<file path="src/rtl/datagram_serial_tx.sv">
// datagram_serial_tx
// Transmit end of the core-to-display datagram link. One parallel datagram is
// accepted from the game core and sent on a single wire. Each frame is a START
// bit, an 8-bit sync header, the payload LSB-first, an even-parity bit and
// STOP_BITS idle-high stop bits. Every bit lasts CLKS_PER_BIT clocks.
//
// Handshake (valid/ready): the transfer happens at a rising clk edge where
// send_valid and send_ready are both 1. datagram is sampled only at that edge.
// send_ready is a registered output that does not depend on send_valid. It
// drops at the accept edge and returns high at the edge that ends the last
// STOP bit. At that same edge frame_done pulses, so a held send_valid is
// accepted at the next edge. send_valid while busy is ignored.

module datagram_serial_tx #(
    parameter int         MSG_WIDTH    = 16,
    parameter int         CLKS_PER_BIT = 4,
    parameter logic [7:0] SYNC_BYTE    = 8'hA5,
    parameter int         STOP_BITS    = 2
) (
    input  logic                 clk,
    input  logic                 rst,
    input  logic [MSG_WIDTH-1:0] datagram,
    input  logic                 send_valid,
    output logic                 send_ready,
    output logic                 tx_line,
    output logic                 frame_done,
    output logic                 tx_busy,
    output logic [2:0]           state_dbg
);

    // The clock counter runs from 0 to CLKS_PER_BIT-1. The bit index counter
    // must hold the last payload index, the last header index (7) and the
    // last stop-bit index. Its width is the widest of the three.
    localparam int CW     = (CLKS_PER_BIT > 1) ? $clog2(CLKS_PER_BIT) : 1;
    localparam int BW_MSG = $clog2(MSG_WIDTH) + 1;
    localparam int BW_STP = $clog2(STOP_BITS) + 1;
    localparam int BW_A   = (BW_MSG > 4) ? BW_MSG : 4;
    localparam int BW     = (BW_A > BW_STP) ? BW_A : BW_STP;

    localparam logic [CW-1:0] CLK_LAST      = CW'(CLKS_PER_BIT - 1);
    localparam logic [BW-1:0] BIT_HDR_LAST  = BW'(7);
    localparam logic [BW-1:0] BIT_MSG_LAST  = BW'(MSG_WIDTH - 1);
    localparam logic [BW-1:0] BIT_STOP_LAST = BW'(STOP_BITS - 1);

    typedef enum logic [2:0] {
        IDLE    = 3'd0,
        START   = 3'd1,
        HEADER  = 3'd2,
        PAYLOAD = 3'd3,
        PARITY  = 3'd4,
        STOP    = 3'd5
    } tx_state_t;

    tx_state_t            state,   state_n;
    logic [CW-1:0]        clk_cnt, clk_n;
    logic [BW-1:0]        bit_cnt, bit_n;
    logic [MSG_WIDTH-1:0] shift,   shift_n;
    logic                 parity,  par_n;
    logic                 tx_n;
    logic                 done_n;
    logic                 ready_n;
    logic                 busy_n;
    logic                 bit_wrap;

    // The current serial bit has been held for its full CLKS_PER_BIT clocks.
    assign bit_wrap  = (clk_cnt == CLK_LAST);
    assign state_dbg = state;

    // Register the state, the counters, the datapath and all outputs. Reset
    // aborts a frame at once and drives the line idle-high.
    always_ff @(posedge clk or negedge rst) begin
        if (!rst) begin
            state      <= IDLE;
            clk_cnt    <= '0;
            bit_cnt    <= '0;
            shift      <= '0;
            parity     <= 1'b0;
            tx_line    <= 1'b1;
            frame_done <= 1'b0;
            send_ready <= 1'b1;
            tx_busy    <= 1'b0;
        end else begin
            state      <= state_n;
            clk_cnt    <= clk_n;
            bit_cnt    <= bit_n;
            shift      <= shift_n;
            parity     <= par_n;
            tx_line    <= tx_n;
            frame_done <= done_n;
            send_ready <= ready_n;
            tx_busy    <= busy_n;
        end
    end

    // Compute the next state and the next value of each registered output.
    // The line value for a new bit is set at the same edge the bit starts.
    always_comb begin
        state_n = state;
        clk_n   = clk_cnt;
        bit_n   = bit_cnt;
        shift_n = shift;
        par_n   = parity;
        tx_n    = tx_line;
        done_n  = 1'b0;
        ready_n = send_ready;

        if (state != IDLE) begin
            clk_n = bit_wrap ? '0 : clk_cnt + 1'b1;
        end

        case (state)
            IDLE: begin
                tx_n = 1'b1;
                if (send_valid) begin
                    state_n = START;
                    shift_n = datagram;
                    par_n   = 1'b0;
                    clk_n   = '0;
                    bit_n   = '0;
                    tx_n    = 1'b0;
                    ready_n = 1'b0;
                end
            end

            START: begin
                if (bit_wrap) begin
                    state_n = HEADER;
                    bit_n   = '0;
                    tx_n    = SYNC_BYTE[0];
                end
            end

            HEADER: begin
                if (bit_wrap) begin
                    if (bit_cnt == BIT_HDR_LAST) begin
                        state_n = PAYLOAD;
                        bit_n   = '0;
                        tx_n    = shift[0];
                    end else begin
                        bit_n = bit_cnt + 1'b1;
                        tx_n  = SYNC_BYTE[bit_cnt[2:0] + 3'd1];
                    end
                end
            end

            PAYLOAD: begin
                if (bit_wrap) begin
                    // The bit just finished is shift[0]. Add it to the
                    // parity and move the next payload bit into place.
                    par_n   = parity ^ shift[0];
                    shift_n = shift >> 1;
                    if (bit_cnt == BIT_MSG_LAST) begin
                        state_n = PARITY;
                        bit_n   = '0;
                        tx_n    = parity ^ shift[0];
                    end else begin
                        bit_n = bit_cnt + 1'b1;
                        tx_n  = shift[1];
                    end
                end
            end

            PARITY: begin
                if (bit_wrap) begin
                    state_n = STOP;
                    bit_n   = '0;
                    tx_n    = 1'b1;
                end
            end

            STOP: begin
                tx_n = 1'b1;
                if (bit_wrap) begin
                    if (bit_cnt == BIT_STOP_LAST) begin
                        state_n = IDLE;
                        bit_n   = '0;
                        done_n  = 1'b1;
                        ready_n = 1'b1;
                    end else begin
                        bit_n = bit_cnt + 1'b1;
                    end
                end
            end

            default: begin
                state_n = IDLE;
                clk_n   = '0;
                bit_n   = '0;
                tx_n    = 1'b1;
                ready_n = 1'b1;
            end
        endcase

        busy_n = ~ready_n;
    end

endmodule

</file>
<file path="config.mk">
export PLATFORM = sky130hd
export DESIGN_NAME = datagram_serial_tx
export DESIGN_NICKNAME = d
export VERILOG_FILES = /design/src/rtl/datagram_serial_tx.sv
export SDC_FILE = /design/constraint.sdc
export NUM_CORES = 1
export LEC_CHECK = 0
export BUFFER_PORTS_ARGS = -buffer_cell sky130_fd_sc_hd__buf_4
export CAP_MARGIN = 5
export CORE_MARGIN = 2
export CORE_UTILIZATION = 46
export CTS_CLUSTER_DIAMETER = 30
export CTS_CLUSTER_SIZE = 20
export DETAILED_ROUTE_END_ITERATION = 10
export PLACE_DENSITY = 0.71
export REMOVE_ABC_BUFFERS = 1
export SLEW_MARGIN = 20
export SYNTH_ARGS = -nofsm -noshare
export SYNTH_HDL_FRONTEND = slang
export SYNTH_SLANG_ARGS = --single-unit
</file>
<file path="constraint.sdc">
create_clock -name clk -period 2.4 [get_ports clk]
set_input_delay 0.12 -clock clk [delete_from_list [all_inputs] [get_ports clk]]
set_output_delay 0.12 -clock clk [all_outputs]
set_load 0.03 [all_outputs]
</file>
**Word level (Yosys, flattened, before mapping)**

Memories as Yosys holds them, arrays and structs flattened.
Cells that the tools add are included.
W data, S select, Z words.

- Input bits: 19
- Output and inout bits: 7
- Word-level logic and storage cells: 89
- Memories: 1
- Register bits: 31
- ROM bits: 8

- Bitwise operators: 2
- Equality and inequality tests: 19
- $lt $le $gt $ge: 1
- Muxes and demuxes: 44
- Reduce and logical (&&, ||, !) cells: 10
- Add/subtract/negate cells: 3

Memories:

| name | depth | width | rd ports | clocked after memory_dff | write ports | RTL line | text |
|---|---|---|---|---|---|---|---|
| (no name shown) | 8 | 1 | 1 | 0 | 0 | 141 | `tx_n = SYNC_BYTE[bit_cnt[2:0] + 3'd1];` |

Operator list:

| cell | count |
|---|---|
| $mux W5 | 8 |
| $mux W16 | 2 |
| $pmux W16 S2 | 1 |
| $mux W3 | 9 |
| $pmux W5 S5 | 1 |
| $ne A2 B2 Y1 const B | 9 |
| $pmux W3 S6 | 1 |
| $mux W1 | 15 |
| $reduce_and A9 Y1 | 1 |
| $eq A3 B2 Y1 const B | 2 |
| $eq A3 B3 Y1 const B | 2 |
| $mux W2 | 3 |
| $reduce_and A3 Y1 | 2 |
| $add A5 B1 Y5 const B | 1 |
| $eq A5 B1 Y1 const B | 1 |
| $eq A5 B3 Y1 const B | 1 |
| $eq A5 B4 Y1 const B | 1 |
| $reduce_and A5 Y1 | 1 |
| $reduce_or A5 Y1 | 1 |
| $lt A3 B4 Y1 const B | 1 |
| $pmux W1 S4 | 1 |
| $pmux W2 S2 | 1 |
| $reduce_or A4 Y1 | 1 |
| $add A3 B1 Y3 const B | 1 |
| other kinds (12) | 12 |

**Logic depth before layout (Yosys ltp)**

Gate-level depths: netlist of the first run.

- Depth after elaboration: 6
- Mapped depth: 8
- Gate-level depth less buffers: 8

**Worst setup path after synthesis of the first run**

No wires, ideal clock.

- Path type: register to register
- Start: register state[1] (netlist: state_dbg[1])
- End: register state[1] (netlist: state_dbg[1])
- Data arrival time: 1.732 ns
- Required time: 2.274 ns
- Cell stages (with the launch flop): 6
- Library setup time: 0.126 ns
- Path buffers: 1
- Path slack: 0.542 ns
- Period minus slack after synthesis: 1.858 ns
- Path through: dfrtp_1 -> buf_6 -> or4_4 -> o211ai_4 -> nor3_2 -> a311o_1

- Cells in the longest elaborated chain, start to end: 3
- Elaborated cells between the ends (all ways): 17
- Classes of those cells: eq/ne: 14; mux: 1; reduce/logical: 2

RTL lines:

| what | RTL line | text |
|---|---|---|
| start, declared | 54 | `tx_state_t state, state_n;` |
| start signal, assigned | 83 | `state <= state_n;` |
| $eq A3 B3 Y1 (tied with other cells) | 111 | `case (state)` |
| $ne A2 B2 Y1 (no source line) | n/a |  |
| $reduce_and A9 Y1 (no source line) | n/a |  |

Parallel ways exist; a longest one is shown, timed or not.
A chain may end at the register's enable or synchronous reset.

**Final worst setup path of the first run**

- Start: register bit_cnt[0]
- End: register state[2] (netlist: state_dbg[2])

- Cells in the longest elaborated chain, start to end: 3
- Elaborated cells between the ends (all ways): 7
- Classes of those cells: eq/ne: 6; reduce/logical: 1

RTL lines:

| what | RTL line | text |
|---|---|---|
| start, declared | 56 | `logic [BW-1:0] bit_cnt, bit_n;` |
| start signal, assigned | 85 | `bit_cnt <= bit_n;` |
| $eq A5 B1 Y1 (tied with other cells) | 174 | `if (bit_cnt == BIT_STOP_LAST) begin` |
| $ne A2 B2 Y1 (no source line) | n/a |  |
| $reduce_and A9 Y1 (no source line) * | n/a |  |

Every way passes the cells marked *; elsewhere a longest branch is shown, timed or not.

==> reports/results.ini, run 1 <==
[job]
cap_violations=0

[synth]
ys_ff_latch=31
ys_async_sr_fraction_pct=100
syn_avg_cell_area_um2=9.89
synth_edf_count=0
yosys-top-cells-area=dfrtp_1 (41%), mux2i_1 (8.0%), a21oi_1 (6.3%), nor2_1 (5.8%), ha_1 (3.6%)
synth_area_um2=1760
ys_types=46
synth_top_area_share_pct=41.2
yosysTopAreaCell=dfrtp_1
seq_area_frac_synth_pct=44.2
synth_flop_cell=dfrtp_1
syn_inst=178
synth_warnings=0

[timing]
period_share_pct=82.6
finalCriticalPeriod_ns=1.98
finalHoldViolations=0
rsz0062_at_grt=no
holdWs_ns=0.112
worst_pin_slew_ns=0.550
fin_skew_ns=0.00451
max_freq_mhz=505
setup-tns-final_ns=0
drv_slew=0
max_slew_margin_pct=63.3
finalSetupViolCount=0

[clocking]
cts.sinks=31
cts_buffer_depth=2
cts_root_buf=clkbuf_8
path_clk_slew_ns=0.07
cts_setup_buffers=0
clock_latency_ns=0.28
cts_tree=done
cts_buffers=5
cts_hold_repair.buffers=1
htree_levels=2
cts_resized=0

[route]
avgRoutedWirePerCell_um=13.6
viasPerCell=5.45
antenna_left=0
drc=0
vias=1369
wl_mm=3.42
dr.pass1.iters=4
first_iter_violations=66

[pwr]
seq_power_share_pct=37.1
swShare_pct=41.7
power_w=0.00256
clock_power_share_pct=15.3
power_density_nw_per_um2=1240
pwr-share-comb_pct=47.6
peakVddDrop_v=0.000536
p_sw_w=0.00107
intPower_w=0.00149
p_leak_nw=0.927

[critical_path]
cp-end-kind=register
crit_arrival_ns=2.19
worstSetupPathType=register to register
cp_slowest_cell=or4_1
start_kind=register
r2r_setup_slack_ns=0.42
crit_chain=ha_1, nand3_1, inv_1, ha_1, nor2_1, or4_1, a21oi_1
path_common_cell=ha_1
required_ns=2.61
critical_path.max_fanout=6
cp_num_buf_inv=1
cpPeakStageDelay_ns=0.50
path_delay_family=simple AND/OR/NAND/NOR gates

[floorplanning]
design.core.area_um2=3660
boundaryPins=26
num_rows=22
die_y_um=65.9
start_util_pct=48.1
die_w_um=65.9
dieArea_um2=4340

[global_routing]
grt_use_total_pct=17.5
grt_pass1_vias=1316
grt_pass1_wl_mm=5.82
grt-ovfl-total=0
grt_max_degree=33
antenna_found_initial=0

[finish]
fin_cells=251
area.growth.synth_to_final_pct=17.2
design_area_um2=2060
fill_cells=331
fin_nets=226
seqCellArea_um2=778
multi_input_area_um2=890
drive_above_1_share_pct=23.2
antennaDiodeCount=0

[place]
hpwl_mm=2.43
gp_congestion=0.845
dpl-instance-area_um2=1970
io_buffer_count=25
placed_cells=242

[hold_path]
hp-class=input port to register

[status]
outcome=complete, no violations

-- metal layers --
metal,vias up,GRT usage (%),part of all wire [%]
met5,-,0,0
met4,0,4.69,0.56
met3,2,5.11,4.3
met2,28,31.4,52
met1,662,20.2,43
li1,677,-,-
-- state kept, by name, indices dropped and copies added (netlist names) --
signal	cells
tx_busy	1
tx_line	1
state_dbg	3
shift	16
bit_cnt	5
parity	1
send_ready	1
clk_cnt	2
frame_done	1
-- cell type report --
type / instances / area share (%)
clock buffer: 6 / 3.52
clock inverter: 2 / 0.606
inverter: 8 / 1.46
multi-input combinational: 127 / 43.1
sequential: 31 / 37.7
tap: 48 / 2.91
timing repair buffer: 29 / 10.7
-- power by group through the flow --
stage / clock network, W / logic (W) / registers [W]
finish: 0.000391 / 0.00122 / 0.000950
global route: 0.000437 / 0.00135 / 0.000985
CTS: 0.000415 / 0.00123 / 0.000948
detailed placement: 0 / 0.00122 / 0.000957
global placement: 0 / 0.00117 / 0.000944
floorplan: 0 / 0.000854 / 0.000994
-- cells by family (layout without fill, tap and decap cells) --
kind of cell	Yosys count	in the layout	share of synthesized area [%]
AND/OR/NAND/NOR	60	60	19.3
AO/OA/AOI/OAI	44	44	17.6
flip-flops	31	31	44.2
buffers and inverters	20	45	5.26
multiplexers	15	15	8.60
adder cells (fa/ha/maj)	5	5	3.55
XOR/XNOR	3	3	1.49
-- tightest hold or removal path: cells and delay by family --
kind / cells / cell delay [ns]
buffers and inverters: 2 / 0.14
AOI/OAI and AO/OA: 1 / 0.08
-- Yosys cell counts (all sizes together), types with 2 or more instances --
cell type / number
nand2: 7
or3b: 3
nand3b: 2
dfrtp: 29
nor2: 27
a211oi: 2
nand4b: 2
nor4b: 3
or4: 2
dfstp: 2
nand3: 5
a21oi: 23
clkbuf: 2
o22ai: 2
o221ai: 2
buf: 10
ha: 5
o21ai: 4
nor2b: 2
o32ai: 2
xnor2: 3
inv: 8
mux2i: 14
-- cells in the final DEF (no fill, tap or decap), types with 3 or more instances in the layout --
cell type	instances
buf_4	28
nor2_1	27
nand2_1	7
clkbuf_8	5
mux2i_1	14
inv_1	8
nand3_1	5
o21ai_0	4
ha_1	5
or3b_1	3
dfrtp_1	29
xnor2_1	3
a21oi_1	22
-- final timing paths --
path / startpoint / end / cells past startpoint
max: bit_cnt[0]$_DFFE_PN0P_ / state_dbg[2]$_DFFE_PN0P_ / 7
max in group asynchronous: rst / send_ready$_DFF_PN1_ / 2
min in group asynchronous: rst / clk_cnt[0]$_DFF_PN0_ / 2
max reg2reg: bit_cnt[0]$_DFFE_PN0P_ / state_dbg[2]$_DFFE_PN0P_ / 7
min: datagram[15] / shift[15]$_DFFE_PN0P_ / 3
min reg2reg: shift[9]$_DFFE_PN0P_ / shift[9]$_DFFE_PN0P_ / 2
-- metrics by stage --
stage / worst slack (ns) / utilization, %
floorplan: -0.0970 / -
global placement: 0.523 / 53.8
detailed placement: 0.435 / 53.8
CTS: 0.419 / 56.4
global route: 0.236 / 56.4
finish: 0.418 / 56.4
(Power assumes the default switching activity.)
==> run 2, diff against run 1 <==
Clock period 2.4 ns to 1.97 ns, I/O delays scaled along.
==> run 2 against run 1 <==
Flip-flop and latch count stayed put. Fmax is 9.6% higher. Die area stayed put. Global-route usage is 1.5 points higher. Critical path depth is 1 lower. Clock-buffer cell count is 1 lower. Clock skew is 0.0012 ns lower. Largest power group unchanged. Core utilization is 1.7 points higher. Sequential power is 18% higher. Via count is 1.2% higher. Sequential share of layout area is 1.1 points lower.
==> reports/results.ini, run 2 (synthesized netlist as in run 1, its figures left out) <==
[critical_path]
crit_arrival_ns=1.98
required_ns=2.14
cp_num_buf_inv=1
r2r_setup_slack_ns=0.16
crit_chain=buf_4, ha_1, nor4b_4, o22ai_4, o31a_1, a311o_1
start_kind=register
critical_path.max_fanout=6
worstSetupPathType=register to register
cp_slowest_cell=dfrtp_1
path_delay_family=compound AO/OA/AOI/OAI gates
cpPeakStageDelay_ns=0.36
cp-end-kind=register

[global_routing]
grt_use_total_pct=19.0
antenna_found_initial=0
grt_pass1_wl_mm=6.18
grt-ovfl-total=0
grt_max_degree=33
grt_pass1_vias=1371

[clocking]
path_clk_slew_ns=0.07
cts_buffers=5
cts_buffer_depth=2
cts_root_buf=clkbuf_8
htree_levels=2
cts_setup_buffers=0
clock_latency_ns=0.28
cts_tree=done
cts.sinks=31

[finish]
drive_above_1_share_pct=26.3
fill_cells=319
multi_input_area_um2=892
fin_nets=232
antennaDiodeCount=0
design_area_um2=2130
largest_reg_flops=16
area.growth.synth_to_final_pct=20.8
layout_common_cells=buf_4 (33), dfrtp_1 (29), nor2_1 (26), a21oi_1 (22), mux2i_1 (14)
largest_register=shift
final_common_cell=buf_4
seqCellArea_um2=778

[floorplanning]
dieArea_um2=4340
die_w_um=65.9
start_util_pct=48.1
die_y_um=65.9
boundaryPins=26
design.core.area_um2=3660
num_rows=22

[timing]
finalSetupViolCount=0
max_freq_mhz=553
fin_skew_ns=0.00327
finalHoldViolations=0
finalCriticalPeriod_ns=1.81
max_slew_margin_pct=72.4
drv_slew=0
rsz0062_at_grt=no
worst_pin_slew_ns=0.404
setup-tns-final_ns=0
period_share_pct=91.8

[place]
hpwl_mm=2.58
gp_congestion=0.890
dpl-instance-area_um2=2030
io_buffer_count=25

[hold_path]
hp-class=input port to register

[route]
avgRoutedWirePerCell_um=13.9
route.met3.wl_um=174
wl_mm=3.58
drc=0
vias=1386
dr.pass1.iters=4
viasPerCell=5.39
dr_wl_met2_mm=1.75
top_layer_used=met4
antenna_left=0
wl_met1_mm=1.61
first_iter_violations=85

[pwr]
power_w=0.00324
p_leak_nw=0.959
peakVddDrop_v=0.000648
power_density_nw_per_um2=1520

[status]
outcome=complete, no violations

[job]
cap_violations=0

==> run 2: cell type report <==
type | instances | share of cell area, %
Clock inverter | 3 | 0.941
Tap cell | 48 | 2.82
Sequential cell | 31 | 36.6
Timing Repair Buffer | 35 | 13.1
Multi-Input combinational cell | 127 | 41.9
Inverter | 8 | 1.41
Clock buffer | 5 | 3.24
==> run 2: worst register-to-register path: cells and delay by family (launching register included) <==
family / cells / cell delay [ns]
AOI/OAI and AO/OA: 3 / 0.73
DFF: 1 / 0.36
and+or+nand+nor: 1 / 0.33
buffers and inverters: 1 / 0.14
adders and majority gates: 1 / 0.14
==> run 2: timing repair <==
action	4_1_cts	5_1_grt
hold buffers	1	0
hold endpoints to repair	29	0
endpoints found under the setup margin	0	1
gates resized for setup	0	1
==> run 2: worst paths after layout <==
| path | startpoint | cells past startpoint | end |
|---|---|---|---|
| max | bit_cnt[0]$_DFFE_PN0P_ | 6 | state_dbg[1]$_DFFE_PN0P_ |
| min | datagram[15] | 3 | shift[15]$_DFFE_PN0P_ |
| max reg2reg | bit_cnt[0]$_DFFE_PN0P_ | 6 | state_dbg[1]$_DFFE_PN0P_ |
| min reg2reg | shift[15]$_DFFE_PN0P_ | 2 | shift[15]$_DFFE_PN0P_ |
| max in group asynchronous | rst | 2 | send_ready$_DFF_PN1_ |
| min in group asynchronous | rst | 2 | clk_cnt[1]$_DFF_PN0_ |
==> run 2: per-layer routing <==
layer | track usage [%] | vias to the layer above
met4 | 8.07 | 0
met3 | 6.47 | 5
li1 | - | 693
met5 | 0 | -
met1 | 23.5 | 657
met2 | 30.2 | 31
==> run 2: metrics by stage <==
step | utilization [%] | hold WS, ns | instances | worst slack, ns
after floorplan | - | -0.197 | 166 | -0.527
after global placement | 55.3 | 0.0481 | 248 | 0.207
after detailed placement | 55.3 | 0.0595 | 248 | 0.140
after CTS | 58.0 | 0.0765 | 257 | 0.124
after global routing | 58.1 | 0.0870 | 257 | 0.0289
final | 58.1 | 0.0807 | 257 | 0.161
==> run 2: power breakdown <==
group / total [W] / internal, W / switching, W
registers: 0.00112 / 0.000913 / 0.000211
logic: 0.00163 / 0.000727 / 0.000900
clock network: 0.000490 / 0.000245 / 0.000245
total: 0.00324 / 0.00189 / 0.00136
